[src/rtl/vic20_loader.sv]
// VIC20 download loader: turns the hps_io ioctl byte stream into core config-port writes,
// patches the BASIC end pointers after a PRG load and tracks filled cartridge blocks.
module vic20_loader #(
  parameter logic [15:0] PRG_LIMIT = 16'hA000,
  parameter logic [15:0] CRT_LIMIT = 16'hC000
) (
  input  logic        clk_sys,
  input  logic        reset_n,
  input  logic        blk_clr,
  input  logic        ioctl_download,
  input  logic [7:0]  ioctl_index,
  input  logic        ioctl_wr,
  input  logic [24:0] ioctl_addr,
  input  logic [7:0]  ioctl_dout,
  output logic [15:0] dl_addr,
  output logic [7:0]  dl_data,
  output logic        dl_wr,
  output logic [4:0]  cart_blk,
  output logic        cart_reset,
  output logic        busy
);

  typedef enum logic [4:0] {
    ST_IDLE = 5'd0,  ST_1  = 5'd1,  ST_2  = 5'd2,  ST_3  = 5'd3,  ST_4  = 5'd4,
    ST_5    = 5'd5,  ST_6  = 5'd6,  ST_7  = 5'd7,  ST_8  = 5'd8,  ST_9  = 5'd9,
    ST_10   = 5'd10, ST_11 = 5'd11, ST_12 = 5'd12, ST_13 = 5'd13, ST_14 = 5'd14,
    ST_15   = 5'd15, ST_16 = 5'd16
  } st_t;

  st_t         st_r, st_nx;
  logic [15:0] ptr_r, ptr_nx;
  logic        old_dl_r;
  logic [15:0] addr_nx;
  logic [7:0]  data_nx;
  logic        wr_nx;
  logic [4:0]  blk_set_s, blk_nx;
  logic        creset_nx, busy_nx;
  logic        rise_s, fall_s, hdr_type_s, raw_type_s;
  logic [15:0] limit_s, base_s;

  // Block $A000-$BFFF is bit 4; $8000-$9FFF (I/O and colour RAM) is never a cartridge block.
  function automatic logic [4:0] blk_bit(input logic [2:0] page);
    case (page)
      3'b000:  blk_bit = 5'b00001;
      3'b001:  blk_bit = 5'b00010;
      3'b010:  blk_bit = 5'b00100;
      3'b011:  blk_bit = 5'b01000;
      3'b101:  blk_bit = 5'b10000;
      default: blk_bit = 5'b00000;
    endcase
  endfunction

  function automatic logic [15:0] patch_addr(input logic [2:0] slot);
    case (slot)
      3'd0:    patch_addr = 16'h002D;
      3'd1:    patch_addr = 16'h002E;
      3'd2:    patch_addr = 16'h002F;
      3'd3:    patch_addr = 16'h0030;
      3'd4:    patch_addr = 16'h0031;
      3'd5:    patch_addr = 16'h0032;
      3'd6:    patch_addr = 16'h00AE;
      default: patch_addr = 16'h00AF;
    endcase
  endfunction

  function automatic logic [15:0] bank_base(input logic [1:0] bank);
    case (bank)
      2'd0:    bank_base = 16'h4000;
      2'd1:    bank_base = 16'h6000;
      2'd2:    bank_base = 16'hA000;
      default: bank_base = 16'hB000;
    endcase
  endfunction

  // Next-state, patch sequencing and data-path decode.
  always_comb begin
    rise_s     = ioctl_download & ~old_dl_r;
    fall_s     = ~ioctl_download & old_dl_r;
    hdr_type_s = (ioctl_index == 8'd1) || (ioctl_index == 8'd2);
    raw_type_s = (ioctl_index[4:0] == 5'd3);
    limit_s    = (ioctl_index == 8'd1) ? PRG_LIMIT : CRT_LIMIT;
    base_s     = bank_base(ioctl_index[7:6]);
    ptr_nx     = ptr_r;
    st_nx      = st_r;
    addr_nx    = dl_addr;
    data_nx    = dl_data;
    wr_nx      = 1'b0;
    blk_set_s  = 5'b00000;

    // A new download always wins over an in-flight pointer patch.
    if (rise_s) begin
      st_nx = ST_IDLE;
    end else if (fall_s && ioctl_index == 8'd1) begin
      st_nx = ST_1;
    end else if (st_r == ST_16) begin
      st_nx = ST_IDLE;
    end else if (st_r != ST_IDLE) begin
      st_nx = st_t'(st_r + 5'd1);
    end else begin
      st_nx = st_r;
    end

    if (!rise_s && st_r[0]) begin
      wr_nx   = 1'b1;
      addr_nx = patch_addr(st_r[3:1]);
      data_nx = st_r[1] ? ptr_r[15:8] : ptr_r[7:0];
    end else begin
      wr_nx = 1'b0;
    end

    if (ioctl_download && ioctl_wr) begin
      if (ioctl_index == 8'd0) begin
        if (ioctl_addr >= 25'h0004000 && ioctl_addr <= 25'h0007FFF) begin
          wr_nx   = 1'b1;
          addr_nx = ioctl_addr[15:0] + 16'h8000;
          data_nx = ioctl_dout;
        end else begin
          ptr_nx = ptr_r;
        end
      end else if (hdr_type_s && ioctl_addr == 25'd0) begin
        ptr_nx[7:0] = ioctl_dout;
      end else if (hdr_type_s && ioctl_addr == 25'd1) begin
        ptr_nx[15:8] = ioctl_dout;
      end else if (raw_type_s && ioctl_addr == 25'd0) begin
        wr_nx     = 1'b1;
        addr_nx   = base_s;
        data_nx   = ioctl_dout;
        ptr_nx    = base_s + 16'd1;
        blk_set_s = blk_bit(base_s[15:13]);
      end else if (hdr_type_s || raw_type_s) begin
        // The limit check also keeps ptr from ever wrapping past $FFFF.
        if (ptr_r < limit_s) begin
          wr_nx   = 1'b1;
          addr_nx = ptr_r;
          data_nx = ioctl_dout;
          ptr_nx  = ptr_r + 16'd1;
          if (ioctl_index != 8'd1) begin
            blk_set_s = blk_bit(ptr_r[15:13]);
          end else begin
            blk_set_s = 5'b00000;
          end
        end else begin
          ptr_nx = ptr_r;
        end
      end else begin
        ptr_nx = ptr_r;
      end
    end else begin
      ptr_nx = ptr_r;
    end

    if (blk_clr) begin
      blk_nx = 5'b00000;
    end else begin
      blk_nx = cart_blk | blk_set_s;
    end

    if (blk_clr) begin
      creset_nx = 1'b0;
    end else if (rise_s && (ioctl_index[4:0] == 5'd2 || ioctl_index[4:0] == 5'd3)) begin
      creset_nx = 1'b1;
    end else if (fall_s) begin
      creset_nx = 1'b0;
    end else begin
      creset_nx = cart_reset;
    end

    busy_nx = ioctl_download | (st_nx != ST_IDLE);
  end

  // State and output registers.
  always_ff @(posedge clk_sys or negedge reset_n) begin
    if (!reset_n) begin
      st_r       <= ST_IDLE;
      ptr_r      <= 16'h0000;
      old_dl_r   <= 1'b0;
      dl_addr    <= 16'h0000;
      dl_data    <= 8'h00;
      dl_wr      <= 1'b0;
      cart_blk   <= 5'b00000;
      cart_reset <= 1'b0;
      busy       <= 1'b0;
    end else begin
      st_r       <= st_nx;
      ptr_r      <= ptr_nx;
      old_dl_r   <= ioctl_download;
      dl_addr    <= addr_nx;
      dl_data    <= data_nx;
      dl_wr      <= wr_nx;
      cart_blk   <= blk_nx;
      cart_reset <= creset_nx;
      busy       <= busy_nx;
    end
  end

endmodule

[config.mk]
export PLATFORM = sky130hd
export DESIGN_NAME = vic20_loader
export DESIGN_NICKNAME = d
export VERILOG_FILES = /design/src/rtl/vic20_loader.sv
export SDC_FILE = /design/constraint.sdc
export NUM_CORES = 1
export LEC_CHECK = 0
export ABC_AREA = 1
export BUFFER_PORTS_ARGS = -buffer_cell sky130_fd_sc_hd__clkbuf_2
export CORE_MARGIN = 5
export CORE_UTILIZATION = 57
export CTS_CLUSTER_DIAMETER = 100
export CTS_CLUSTER_SIZE = 40
export DETAILED_ROUTE_END_ITERATION = 10
export HOLD_SLACK_MARGIN = 0.02
export MAX_ROUTING_LAYER = met4
export PLACE_DENSITY = 0.87
export SYNTH_ARGS = -nofsm -noshare
export SYNTH_HDL_FRONTEND = slang
export SYNTH_SLANG_ARGS = --single-unit
[constraint.sdc]
create_clock -name clk_sys -period 2 [get_ports clk_sys]
set_clock_uncertainty 0.1 [all_clocks]
set_input_delay 0.2 -clock clk_sys [delete_from_list [all_inputs] [get_ports clk_sys]]
set_output_delay 0.2 -clock clk_sys [all_outputs]
set_load 0.03 [all_outputs]
After elaboration in Yosys (flattened, before gate mapping):

Index checks and enable logic that the tools add are counted.
Widths: inputs -> output; s select.

* muxes and demuxes: 55
* add/subtract/negate cells: 4
* $lt $le $gt $ge: 3
* reduce and logical (&&, ||, !) cells: 27
* bitwise logic cells: 8
* equal/unequal tests: 24

Operators by type and width (number)
* $mux 16: 12
* $mux 8: 13
* $mux 5: 13
* $pmux 8 s7: 1
* $pmux 5 s5: 2
* $pmux 16 s3: 1
* $add 16x1->16 const B: 2
* $eq 25x1->1 const B: 1
* $ge 25x15->1 const B: 1
* $le 25x15->1 const B: 1
* $logic_not 25->1: 1
* $eq 3x2->1 const B: 6
* $add 16x16->16 const B: 1
* $lt 16x16->1: 1
* $eq 3x3->1 const B: 5
* $mux 15: 1
* $reduce_bool 3->1: 5
* $mux 1: 12
* $eq 5x2->1 const B: 2
* $reduce_and 5->1: 2
* $reduce_bool 5->1: 2
* $eq 3x1->1 const B: 3
* $logic_not 3->1: 3
* $eq 8x1->1 const B: 1
* 16 further kinds: 29

* register bits: 54
* input port bits: 46
* word-level logic and storage cells: 131
* output and inout bits: 32

Logic depth before layout (Yosys ltp):

Gate-level depths: netlist (run 1).

* word-level depth: 12
* depth in mapped cells: 17

Worst setup path before layout (run 1):

OpenSTA, ideal clock, no wires.

* kind: in2reg
* from: in ioctl_index[3]
* to: reg ptr_r[10]
* library setup time: 0.117 ns
* buffers on the path: 2
* arrival time: 1.983 ns
* setup slack: -0.200 ns
* data required time: 1.783 ns
* stages on the path: 17
* cell sequence: nor2_4 -> nand2_2 -> nor2_2 -> nand4_1 -> buf_4 -> buf_2 -> nand2_1 -> inv_1 -> ha_1 -> nand2_1 -> nand3b_2 -> inv_1 -> nand3b_1 -> xor2_1 -> nand2_1 -> nand2_1 -> nand2_1

* cells in the longest elaborated chain, start to end: 5
* elaborated cells on any way between the ends: 18

RTL lines
* from (decl): RTL line 11 `input logic [7:0] ioctl_index,`
* $eq 8x1->1 / $eq 8x2->1 (equally long branches): RTL line 79, 81
* $mux 15 / $logic_or 1x1->1 (equally long branches): RTL line 81, 79
* $lt 16x16->1, or another cell as far along: RTL line 132 `if (ptr_r < limit_s) begin`
* $reduce_bool 3->1 (no source line) / $not 1->1 (equally long branches)
* $reduce_and 5->1 (no source line)
* to (signal assigned): RTL line 185 `ptr_r <= ptr_nx;`
* to (decl): RTL line 31 `logic [15:0] ptr_r, ptr_nx;`

Parallel ways exist; a longest one is shown, timed or not.
A chain may end at the register's enable or synchronous reset.

Worst setup path after layout (run 1):

* from: reg ptr_r[14]
* to: reg ptr_r[8]

* cells in the longest elaborated chain, start to end: 3

RTL lines (RTL line)
* $lt 16x16->1: 132
* $reduce_bool 3->1 (no source line)
* $reduce_and 5->1 (no source line)

No other way between the ends.

==> results.ini, run 1 <==
[grt]
track_usage = 0.344
antenna_found_initial = 0
grt_overflow = 0
met3_usage = 0.0679
grt.met1_usage = 0.424
grt_pass1_wl_mm = 23.7
grt_max_degree = 36
top_usage_layer = met2
gr-usage-met2 = 0.561
grt_pass1_vias = 4837

[logic_synthesis]
syn-num-nets = 679
synth-edff-count = 0
ys.flop_type = dfrtp_1
ys_ff_latch = 54
syn_inst = 629
yosysSeqAreaShare = 0.324
ys_warn_count = 0
synth_area_um2 = 4170
async_reset_ff_frac = 1.00
synth_cell_types = 44
syn_avg_cell_area_um2 = 6.63

[floorplan]
die_h_um = 95.5
num_rows = 31
die_w_um = 95.5
coreArea_um2 = 7180
start_util = 0.581
design.die.area_um2 = 9130
io_pins = 78

[timing]
setup_violations = 0
hold_violations = 0
fmax_mhz = 508
fin_ws_ns = 0.0332
drv_slew = 0
rsz0062_at_grt = yes
fin_tns_setup_ns = 0
fin_crit_ns = 1.97
period_share = 0.983
relSlewSlack = 0.604
tightest_slew_ns = 0.594

[status]
outcome = complete, no violations

[cells_and_area]
fin_util = 0.794
final_common_cell = nand2_1
mostFrequentLayoutCells = nand2_1, buf_4, inv_1
syn_to_final_growth_pct = 36.7
drive_gt1_frac = 0.310
layout.nets = 855
fin_area_um2 = 5700
diodes = 0

[setup_path]
critPathArrivalTime_ns = 2.07
end_kind = register
path_class = reg -> reg
crit_required_ns = 2.11
start_kind = register
crit_fanout = 6

[cts]
htreeDepth = 2
clk_pin_slew_worst_paths_ns = 0.10
clockBufferDepth = 2
cts_sinks = 54
cts_tree = done
cts_made_buffers = 5
clk_latency_ns = 0.32
cts_root_buf = clkbuf_8

[worst_hold_path]
min_path_type = in -> reg

[placement]
hpwlAfterDp_mm = 11.4
io_buffers = 77
dpl_cell_area_um2 = 5350
routabilityCongestion = 0.990
place_ws_ns = -0.340

[flow_run]
max_cap_violations = 0

[pwr]
p_per_area_nw_per_um2 = 762
total_power_mw = 4.34
peakVddDrop_mv = 0.482
power_leakage_nw = 2.98

[detailed_routing]
drtPass1Iterations = 6
wl_per_cell_um = 16.8
routed_wl_mm = 15.2
drc = 0
ant_nets = 0
vias = 5198
drtIter0Drc = 460
viasPerCell = 5.74

-- path summary, 6_finish.rpt --
kind / end / start / depth (start not counted) / slack (ns)
max in group asynchronous: ptr_r[14] / reset_n / 3 / 0.87
worst max-delay path: ptr_r[8] / ptr_r[14] / 9 / 0.03
worst min register to register: cart_blk[0] / cart_blk[0] / 2 / 0.42
min in group asynchronous: dl_addr[6] / reset_n / 2 / 0.31
worst min-delay path: dl_data[7] / ioctl_dout[7] / 3 / 0.03
worst max register to register: ptr_r[8] / ptr_r[14] / 9 / 0.03
-- cells by family (layout without fill, tap and decap cells) --
kind of cell / Yosys count / after routing / share of synthesized area
AO/OA/AOI/OAI: 115 / 115 / 0.171
flip-flops: 54 / 54 / 0.324
XOR/XNOR: 6 / 6 / 0.0126
AND/OR/NAND/NOR: 341 / 341 / 0.369
adder cells (fa/ha/maj): 4 / 4 / 0.0120
buffers and inverters: 109 / 286 / 0.111
-- registers in the layout (all words and copies together) (netlist names) --
register    cells
dl_addr        16
dl_data         8
st_r            5
busy            1
old_dl_r        1
dl_wr           1
cart_blk        5
cart_reset      1
ptr_r          16
-- per-layer routing --
layer / up-vias / wire length, um
met5: - / 0
met4: 0 / 477
met3: 62 / 1550
met2: 333 / 7300
met1: 2411 / 5920
li1: 2392 / -
-- cell type report --
type                       instances  area, um^2
clock buffer                       7        86.3
multi-input combinational        466        2460
timing repair buffer             186        1320
tap                               99         124
clock inverter                     1        5.00
fill                             525        1480
sequential                        54        1350
inverter                          92         355
-- synthesized netlist by cell type, types with 3 or more instances --
master,number,area share
a21oi_1,25,0.030
a31oi_1,8,0.012
buf_2,4,0.0048
buf_6,5,0.013
clkbuf_1,6,0.0054
dfrtp_1,54,0.32
ha_1,4,0.012
inv_1,81,0.073
inv_2,7,0.0063
nand2_1,170,0.15
nand2_2,4,0.0060
nand2_4,3,0.0081
nand3_1,54,0.065
nand4_1,11,0.016
nor2_1,72,0.065
nor2_2,6,0.0090
nor2_4,3,0.0081
nor3_1,6,0.0072
o211ai_1,19,0.034
o21a_1,3,0.0054
o21ai_0,37,0.044
o21ai_1,11,0.013
o21ai_4,3,0.012
xor2_1,5,0.010
-- critical path, cell delays in order (launching register included) --
cell and delay, ns:
dfrtp_1 0.44, ha_4 0.29, a21oi_4 0.06, o21ai_4 0.25, nand2_4 0.11, o21ai_4 0.26
buf_12 0.16, a21oi_2 0.03, o21ai_1 0.09, nand2_1 0.07
-- through the flow --
step                hold WS [ns]  instances
finish                    0.0254        905
global route              0.0367        905
CTS                       0.0294        900
detailed placement         0.120        884
global placement           0.100        884
floorplan                 -0.196        629
-- power by group --
part / internal, mW / total [mW] / leakage [nW] / switching [mW]
clock network: 0.282 / 0.679 / 0.0482 / 0.398
logic: 0.765 / 2.15 / 2.26 / 1.38
registers: 1.33 / 1.52 / 0.670 / 0.183
-- what timing repair did --
action	CTS	global route
gates resized for setup	2	26
cloned	0	1
hold buffers	4	0
endpoints found under the hold margin	22	0
buffers inserted	4	5
endpoints found under the setup margin	8	38
pin swaps	5	10
Power figures use the tool's default switching activity.
==> inputs of run 2 (changes only) <==
--- a/config.mk
+++ b/config.mk
@@ -7,14 +7,15 @@
 export LEC_CHECK = 0
 export ABC_AREA = 1
 export BUFFER_PORTS_ARGS = -buffer_cell sky130_fd_sc_hd__clkbuf_2
+export CAP_MARGIN = 10
 export CORE_MARGIN = 5
-export CORE_UTILIZATION = 57
+export CORE_UTILIZATION = 28
 export CTS_CLUSTER_DIAMETER = 100
 export CTS_CLUSTER_SIZE = 40
 export DETAILED_ROUTE_END_ITERATION = 10
 export HOLD_SLACK_MARGIN = 0.02
 export MAX_ROUTING_LAYER = met4
-export PLACE_DENSITY = 0.87
+export PLACE_DENSITY = 0.51
 export SYNTH_ARGS = -nofsm -noshare
 export SYNTH_HDL_FRONTEND = slang
 export SYNTH_SLANG_ARGS = --single-unit
==> constraint.sdc (replaced) <==
create_clock -name clk_sys -period 2.5 [get_ports clk_sys]
set_clock_uncertainty 0.1 [all_clocks]
set_input_delay 0.25 -clock clk_sys [delete_from_list [all_inputs] [get_ports clk_sys]]
set_output_delay 0.25 -clock clk_sys [all_outputs]
set_load 0.03 [all_outputs]
==> run 2 against run 1 <==
  * Global-route usage down 17 points
  * Sequential share of layout area up 2.4 points
  * Final cell count up 1.2%
  * Critical endpoint is now dl_data[2]
  * First-iteration DRC count down 28%
  * Total power down 13%
  * Combinational power down 24%
  * Count of clock-buffer cells in the layout down 2
  * Critical path type is now in -> reg
  * Worst hold slack better by 0.041 ns
  * Critical path depth down 1
  * Sequential power down 20%
  * Highest routed layer unchanged
  * Flip-flop and latch count unchanged
==> results.ini, run 2 (synthesized netlist as in run 1, its figures left out) <==
[status]
outcome = complete, no violations  ; unchanged

[setup_path]
cp_slowest_stage_delay_ns = 0.52  ; was 0.44 ns
crit_required_ns = 2.60  ; was 2.11 ns
end_kind = register  ; unchanged
r2r_start = ptr_r[14]  ; unchanged
critPathMostFrequentCell = inv_1  ; was o21ai_4
r2r_cells = 8  ; was 9
crit_slowest_cell = dlygate4sd3_1  ; was dfrtp_1
start_kind = input pin  ; was register
reg2reg_to = ptr_r[13]  ; was ptr_r[8]
path_class = in -> reg  ; was reg -> reg
r2r_slack_ns = 0.33  ; was 0.03 ns
path_cells = dlygate4sd3_1 -> clkbuf_2 -> nand2_1 -> inv_1 -> nand2_2 -> inv_1 -> o21ai_0 -> o21a_1  ; was ha_4 -> a21oi_4 -> o21ai_4 -> nand2_4 -> o21ai_4 -> buf_12 -> a21oi_2 -> o21ai_1 -> nand2_1
crit_fanout = 13  ; was 6
critPathArrivalTime_ns = 2.31  ; was 2.07 ns

[cells_and_area]
final_common_cell = nand2_1  ; unchanged
ff_latch_area_um2 = 1350  ; unchanged
layout.nets = 781  ; was 855
reg_top3 = dl_addr x16, ptr_r x16, dl_data x8  ; unchanged
mostFrequentLayoutCells = nand2_1, inv_1, clkbuf_2  ; was nand2_1, buf_4, inv_1
drive_gt1_frac = 0.219  ; was 0.310
multi_input_area_um2 = 2360  ; was 2460 um^2
diodes = 0  ; unchanged
fill_cells = 1566  ; was 525
syn_to_final_growth_pct = 24.1  ; was 36.7%

[grt]
grt_max_degree = 29  ; was 36
grt_pass1_vias = 4413  ; was 4837
grt_pass1_wl_mm = 24.3  ; was 23.7 mm
grt_overflow = 0  ; unchanged
track_usage = 0.179  ; was 0.344
antenna_found_initial = 0  ; unchanged

[detailed_routing]
drc = 0  ; unchanged
vias = 4574  ; was 5198
drtIter0Drc = 333  ; was 460
drtPass1Iterations = 5  ; was 6
ant_nets = 0  ; unchanged
viasPerCell = 4.99  ; was 5.74
routed_wl_mm = 15.3  ; was 15.2 mm
wl_per_cell_um = 16.7  ; was 16.8 um

[pwr]
p_per_area_nw_per_um2 = 733  ; was 762 nW/um^2
power_leakage_nw = 2.64  ; was 2.98 nW
peakVddDrop_mv = 0.353  ; was 0.482 mV
total_power_mw = 3.79  ; was 4.34 mW

[cts]
htreeDepth = 2  ; unchanged
cts_made_buffers = 5  ; unchanged
clockBufferDepth = 2  ; unchanged
clk_pin_slew_worst_paths_ns = 0.08  ; was 0.10 ns
post_cts.repair.setup_buffers = 0  ; was 4
cts_sinks = 54  ; unchanged
clk_latency_ns = 0.31  ; was 0.32 ns
cts_tree = done  ; unchanged
cts_root_buf = clkbuf_16  ; was clkbuf_8

[floorplan]
num_rows = 44  ; was 31
die_h_um = 132  ; was 95.5 um
start_util = 0.286  ; was 0.581
design.die.area_um2 = 17400  ; was 9130 um^2
die_w_um = 132  ; was 95.5 um
coreArea_um2 = 14600  ; was 7180 um^2
io_pins = 78  ; unchanged

[timing]
tightest_slew_ns = 0.773  ; was 0.594 ns
fmax_mhz = 452
rsz0062_at_grt = no  ; was yes
drv_slew = 0  ; unchanged
hold_violations = 0  ; unchanged
period_share = 0.885
setup_violations = 0  ; unchanged
relSlewSlack = 0.485  ; was 0.604
fin_tns_setup_ns = 0  ; unchanged
fin_crit_ns = 2.21

[worst_hold_path]
min_to = dl_data[0]  ; was dl_data[7]
hp-start = ioctl_dout[0]  ; was ioctl_dout[7]
whs_path_depth = 3  ; unchanged
min_path_type = in -> reg  ; unchanged

[placement]
io_buffers = 77  ; unchanged
routabilityCongestion = 0.968  ; was 0.990
hpwlAfterDp_mm = 12.1  ; was 11.4 mm

[flow_run]
max_cap_violations = 0  ; unchanged

## run 2: cell types whose count changed in the layout (fill, tap and decap cells not counted), moves of 4 or more
cell,delta
clkbuf_16,+4
nand2_1,+4
clkbuf_8,-6
nor2_1,+5
buf_12,-4
nand2_2,-4
buf_4,-67
## run 2: layer usage
layer,track usage,up-vias,routed length (um)
met2,0.273,157,7040
met4,0.0526,0,325
li1,-,2247,-
met5,-,-,0
met1,0.238,2146,6940
met3,0.0401,24,1000
## run 2: repair_timing
action	CTS	global route
gates resized for setup	0	2
endpoints found under the setup margin	0	3
hold endpoints to repair	27	0
hold buffers	2	0
## run 2: metrics by stage
stage / cell area [um^2] / instances / util / worst slack, ns / hold WS [ns]
after floorplan: 4170 / 629 / - / 0.250 / -0.146
after global placement: 4960 / 906 / 0.340 / 0.0180 / 0.259
after detailed placement: 4960 / 906 / 0.340 / 0.00343 / 0.267
after CTS: 5170 / 916 / 0.355 / 0.178 / 0.0631
after global routing: 5170 / 916 / 0.355 / 0.126 / 0.0666
final: 5170 / 916 / 0.355 / 0.288 / 0.0669
## run 2: worst max path at each step
stage	depth (start not counted)	slack, ns	start	to
after floorplan	17	0.25	ioctl_index[3]	ptr_r[10]
after global placement	12	0.02	ioctl_index[7]	ptr_r[8]
after detailed placement	12	0.003	ioctl_index[7]	ptr_r[13]
after CTS	14	0.18	ioctl_download	dl_addr[2]
after global routing	14	0.13	ioctl_download	dl_addr[2]
final	8	0.29	ioctl_download	dl_data[2]
## run 2: final cells by class
type,count,share of cell area
sequential,54,0.261
inverter,92,0.0677
timing repair buffer,112,0.133
multi-input combinational,466,0.456
tap,184,0.0445
clock inverter,3,0.0133
clock buffer,5,0.0242
## run 2: worst max-delay path, delay by kind of cell
family,cells,cell delay (ns)
simple gates,2,0.34
buf+inv,4,1.34
compound gates,2,0.38
## run 2: where the power goes
group          switching, mW  internal [mW]
clock network          0.367          0.577
logic                   1.07          0.564
registers              0.150           1.07
total                   1.58           2.21
==> inputs of run 3 (changes only) <==
--- a/config.mk
+++ b/config.mk
@@ -8,6 +8,8 @@
 export ABC_AREA = 1
 export BUFFER_PORTS_ARGS = -buffer_cell sky130_fd_sc_hd__clkbuf_2
 export CAP_MARGIN = 10
+export CELL_PAD_IN_SITES_DETAIL_PLACEMENT = 0
+export CELL_PAD_IN_SITES_GLOBAL_PLACEMENT = 2
 export CORE_MARGIN = 5
 export CORE_UTILIZATION = 28
 export CTS_CLUSTER_DIAMETER = 100
@@ -15,7 +17,7 @@
 export DETAILED_ROUTE_END_ITERATION = 10
 export HOLD_SLACK_MARGIN = 0.02
 export MAX_ROUTING_LAYER = met4
-export PLACE_DENSITY = 0.51
+export PLACE_DENSITY = 0.8
 export SYNTH_ARGS = -nofsm -noshare
 export SYNTH_HDL_FRONTEND = slang
 export SYNTH_SLANG_ARGS = --single-unit
==> constraint.sdc (replaced) <==
create_clock -name clk_sys -period 2.4 [get_ports clk_sys]
set_clock_uncertainty 0.1 [all_clocks]
set_input_delay 0.24 -clock clk_sys [delete_from_list [all_inputs] [get_ports clk_sys]]
set_output_delay 0.24 -clock clk_sys [all_outputs]
set_load 0.03 [all_outputs]
==> run 3 against run 2 <==
  * First-iteration DRC count up 23%
  * Core utilization up 0.65 points
  * Critical path depth up 2
  * Critical path type is now reg -> reg
  * Design area up 1.8%
  * Clock power down 5.7%
  * Sequential share of layout area down 0.47 points
  * Non-clock buffer count up 18
  * Sequential power up 4%
  * Global-route usage up 0.31 points
==> results.ini, run 3 (synthesized netlist as in run 1, its figures left out) <==
[floorplan]
die_w_um = 132  ; unchanged
coreArea_um2 = 14600  ; unchanged
num_rows = 44  ; unchanged
start_util = 0.286  ; unchanged
design.die.area_um2 = 17400  ; unchanged
io_pins = 78  ; unchanged
die_h_um = 132  ; unchanged

[detailed_routing]
drtPass1Iterations = 5  ; unchanged
wl_per_cell_um = 16.9  ; was 16.7 um
wl_met1_mm = 7.23  ; was 6.94 mm
vias = 4600  ; was 4574
ant_nets = 0  ; unchanged
top_layer = met4  ; unchanged
met2_length_mm = 7.08  ; was 7.04 mm
drtIter0Drc = 409  ; was 333
viasPerCell = 4.93  ; was 4.99
wl_met3_um = 856  ; was 1.00 mm
routed_wl_mm = 15.8  ; was 15.3 mm
drc = 0  ; unchanged

[cells_and_area]
layout.nets = 799  ; was 781
syn_to_final_growth_pct = 26.3  ; was 24.1%
multi_input_area_um2 = 2360  ; about the same
mostFrequentLayoutCells = nand2_1, inv_1, clkbuf_2  ; unchanged
final_common_cell = nand2_1  ; unchanged
drive_gt1_frac = 0.235  ; was 0.219
ff_latch_area_um2 = 1350  ; unchanged
fill_cells = 1555  ; was 1566
reg_top3 = dl_addr x16, ptr_r x16, dl_data x8  ; unchanged
fin_area_um2 = 5270  ; was 5170 um^2
diodes = 0  ; unchanged

[pwr]
total_power_mw = 3.87  ; was 3.79 mW
peakVddDrop_mv = 0.296  ; was 0.353 mV
power_leakage_nw = 2.72  ; was 2.64 nW
p_per_area_nw_per_um2 = 734  ; was 733 nW/um^2

[timing]
setup_violations = 0  ; unchanged
hold_violations = 0  ; unchanged
drv_slew = 0  ; unchanged
relSlewSlack = 0.546  ; was 0.485
tightest_slew_ns = 0.681  ; was 0.773 ns
fin_crit_ns = 2.13
fmax_mhz = 469
period_share = 0.888
fin_tns_setup_ns = 0  ; unchanged
rsz0062_at_grt = no  ; unchanged

[cts]
htreeDepth = 2  ; unchanged
clk_latency_ns = 0.31  ; about the same
ctsResizeCount = 0  ; unchanged
cts_tree = done  ; unchanged
clk_pin_slew_worst_paths_ns = 0.08  ; about the same
cts_root_buf = clkbuf_16  ; unchanged
cts_made_buffers = 5  ; unchanged
clockBufferDepth = 2  ; unchanged
cts_sinks = 54  ; unchanged

[worst_hold_path]
whs_path_depth = 3  ; unchanged
min_to = dl_data[1]  ; was dl_data[0]
min_path_type = in -> reg  ; unchanged
hp-start = ioctl_dout[1]  ; was ioctl_dout[0]

[setup_path]
cp_top_family = compound AO/OA/AOI/OAI gates  ; was buffers and inverters
crit_required_ns = 2.51  ; was 2.60 ns
crit_slowest_cell = dfrtp_1  ; was dlygate4sd3_1
r2r_cells = 10  ; was 8
path_cells = ha_1 -> a21oi_2 -> o21ai_4 -> nand2_4 -> buf_4 -> o21ai_4 -> buf_12 -> a21oi_1 -> nand2_1 -> nand2_1  ; was dlygate4sd3_1 -> clkbuf_2 -> nand2_1 -> inv_1 -> nand2_2 -> inv_1 -> o21ai_0 -> o21a_1
cp_num_buf_inv = 2  ; was 4
start_kind = register  ; was input pin
end_kind = register  ; unchanged
crit_fanout = 16  ; was 13
reg2reg_to = ptr_r[10]  ; was ptr_r[13]
r2r_start = ptr_r[14]  ; unchanged
cp_slowest_stage_delay_ns = 0.45  ; was 0.52 ns
path_class = reg -> reg  ; was in -> reg
critPathArrivalTime_ns = 2.24  ; was 2.31 ns
r2r_slack_ns = 0.27  ; was 0.33 ns

[grt]
grt_pass1_vias = 4429  ; was 4413
grt_overflow = 0  ; unchanged
track_usage = 0.182  ; was 0.179
antenna_found_initial = 0  ; unchanged
grt_max_degree = 32  ; was 29
grt_pass1_wl_mm = 24.7  ; was 24.3 mm

[placement]
routabilityCongestion = 0.924  ; was 0.968
io_buffers = 77  ; unchanged
hpwlAfterDp_mm = 12.4  ; was 12.1 mm
dpl_cell_area_um2 = 5060  ; was 4960 um^2

[status]
outcome = complete, no violations  ; unchanged

[flow_run]
max_cap_violations = 0  ; unchanged

[run 3: changes by cell type in the layout (fill, tap and decap cells not counted)]
cell       change
buf_4         +19
clkinv_1       +1
nor2_1         +1
clkinv_4       -1
inv_6          +1
bufinv_16      -1
nor2_2         -1
buf_12         -1
clkinv_2       +1
inv_2          -1
[run 3: worst max path at each step]
stage	from	endpoint	cells after the start
finish	ptr_r[14]	ptr_r[10]	10
global route	ioctl_addr[19]	dl_addr[15]	13
CTS	ptr_r[14]	ptr_r[10]	9
detailed placement	ioctl_index[3]	ptr_r[10]	14
global placement	ioctl_addr[15]	ptr_r[10]	15
floorplan	ioctl_index[3]	ptr_r[10]	17
[run 3: layout make-up]
| cell class | instances | area share |
|---|---|---|
| Clock buffer | 5 | 0.0237 |
| Clock inverter | 3 | 0.00831 |
| Inverter | 92 | 0.0665 |
| Multi-Input combinational cell | 466 | 0.447 |
| Sequential cell | 54 | 0.256 |
| Tap cell | 184 | 0.0437 |
| Timing Repair Buffer | 130 | 0.154 |
[run 3: per-layer routing]
metal / global-route usage / vias to the layer above
met5: - / -
met4: 0.0777 / 0
met3: 0.0416 / 26
met2: 0.271 / 137
met1: 0.237 / 2154
li1: - / 2283
[run 3: tightest hold or removal path, cell delays in order]
cell and delay (ns):
clkbuf_2 0.09, o21ai_1 0.06, inv_1 0.04
[run 3: report_power, final]
part           leakage [nW]  switching [mW]  internal [mW]
combinational          1.97            1.10          0.609
sequential            0.670           0.161           1.11
clock                0.0842           0.393          0.496
total                  2.72            1.65           2.22
[run 3: what timing repair did]
item,4_1_cts,5_1_grt
buffers inserted,0,1
endpoints found under the setup margin,0,1
hold buffers,2,0
hold endpoints to repair,24,0
[run 3: stage by stage]
step / hold WS (ns) / cells / util / setup slack [ns]
floorplan: -0.156 / 629 / - / 0.160
global placement: 0.203 / 923 / 0.347 / -0.100
detailed placement: 0.206 / 923 / 0.347 / -0.0697
CTS: 0.0475 / 933 / 0.360 / 0.121
finish: 0.0497 / 934 / 0.361 / 0.269
global route: 0.0672 / 934 / 0.361 / 0.118
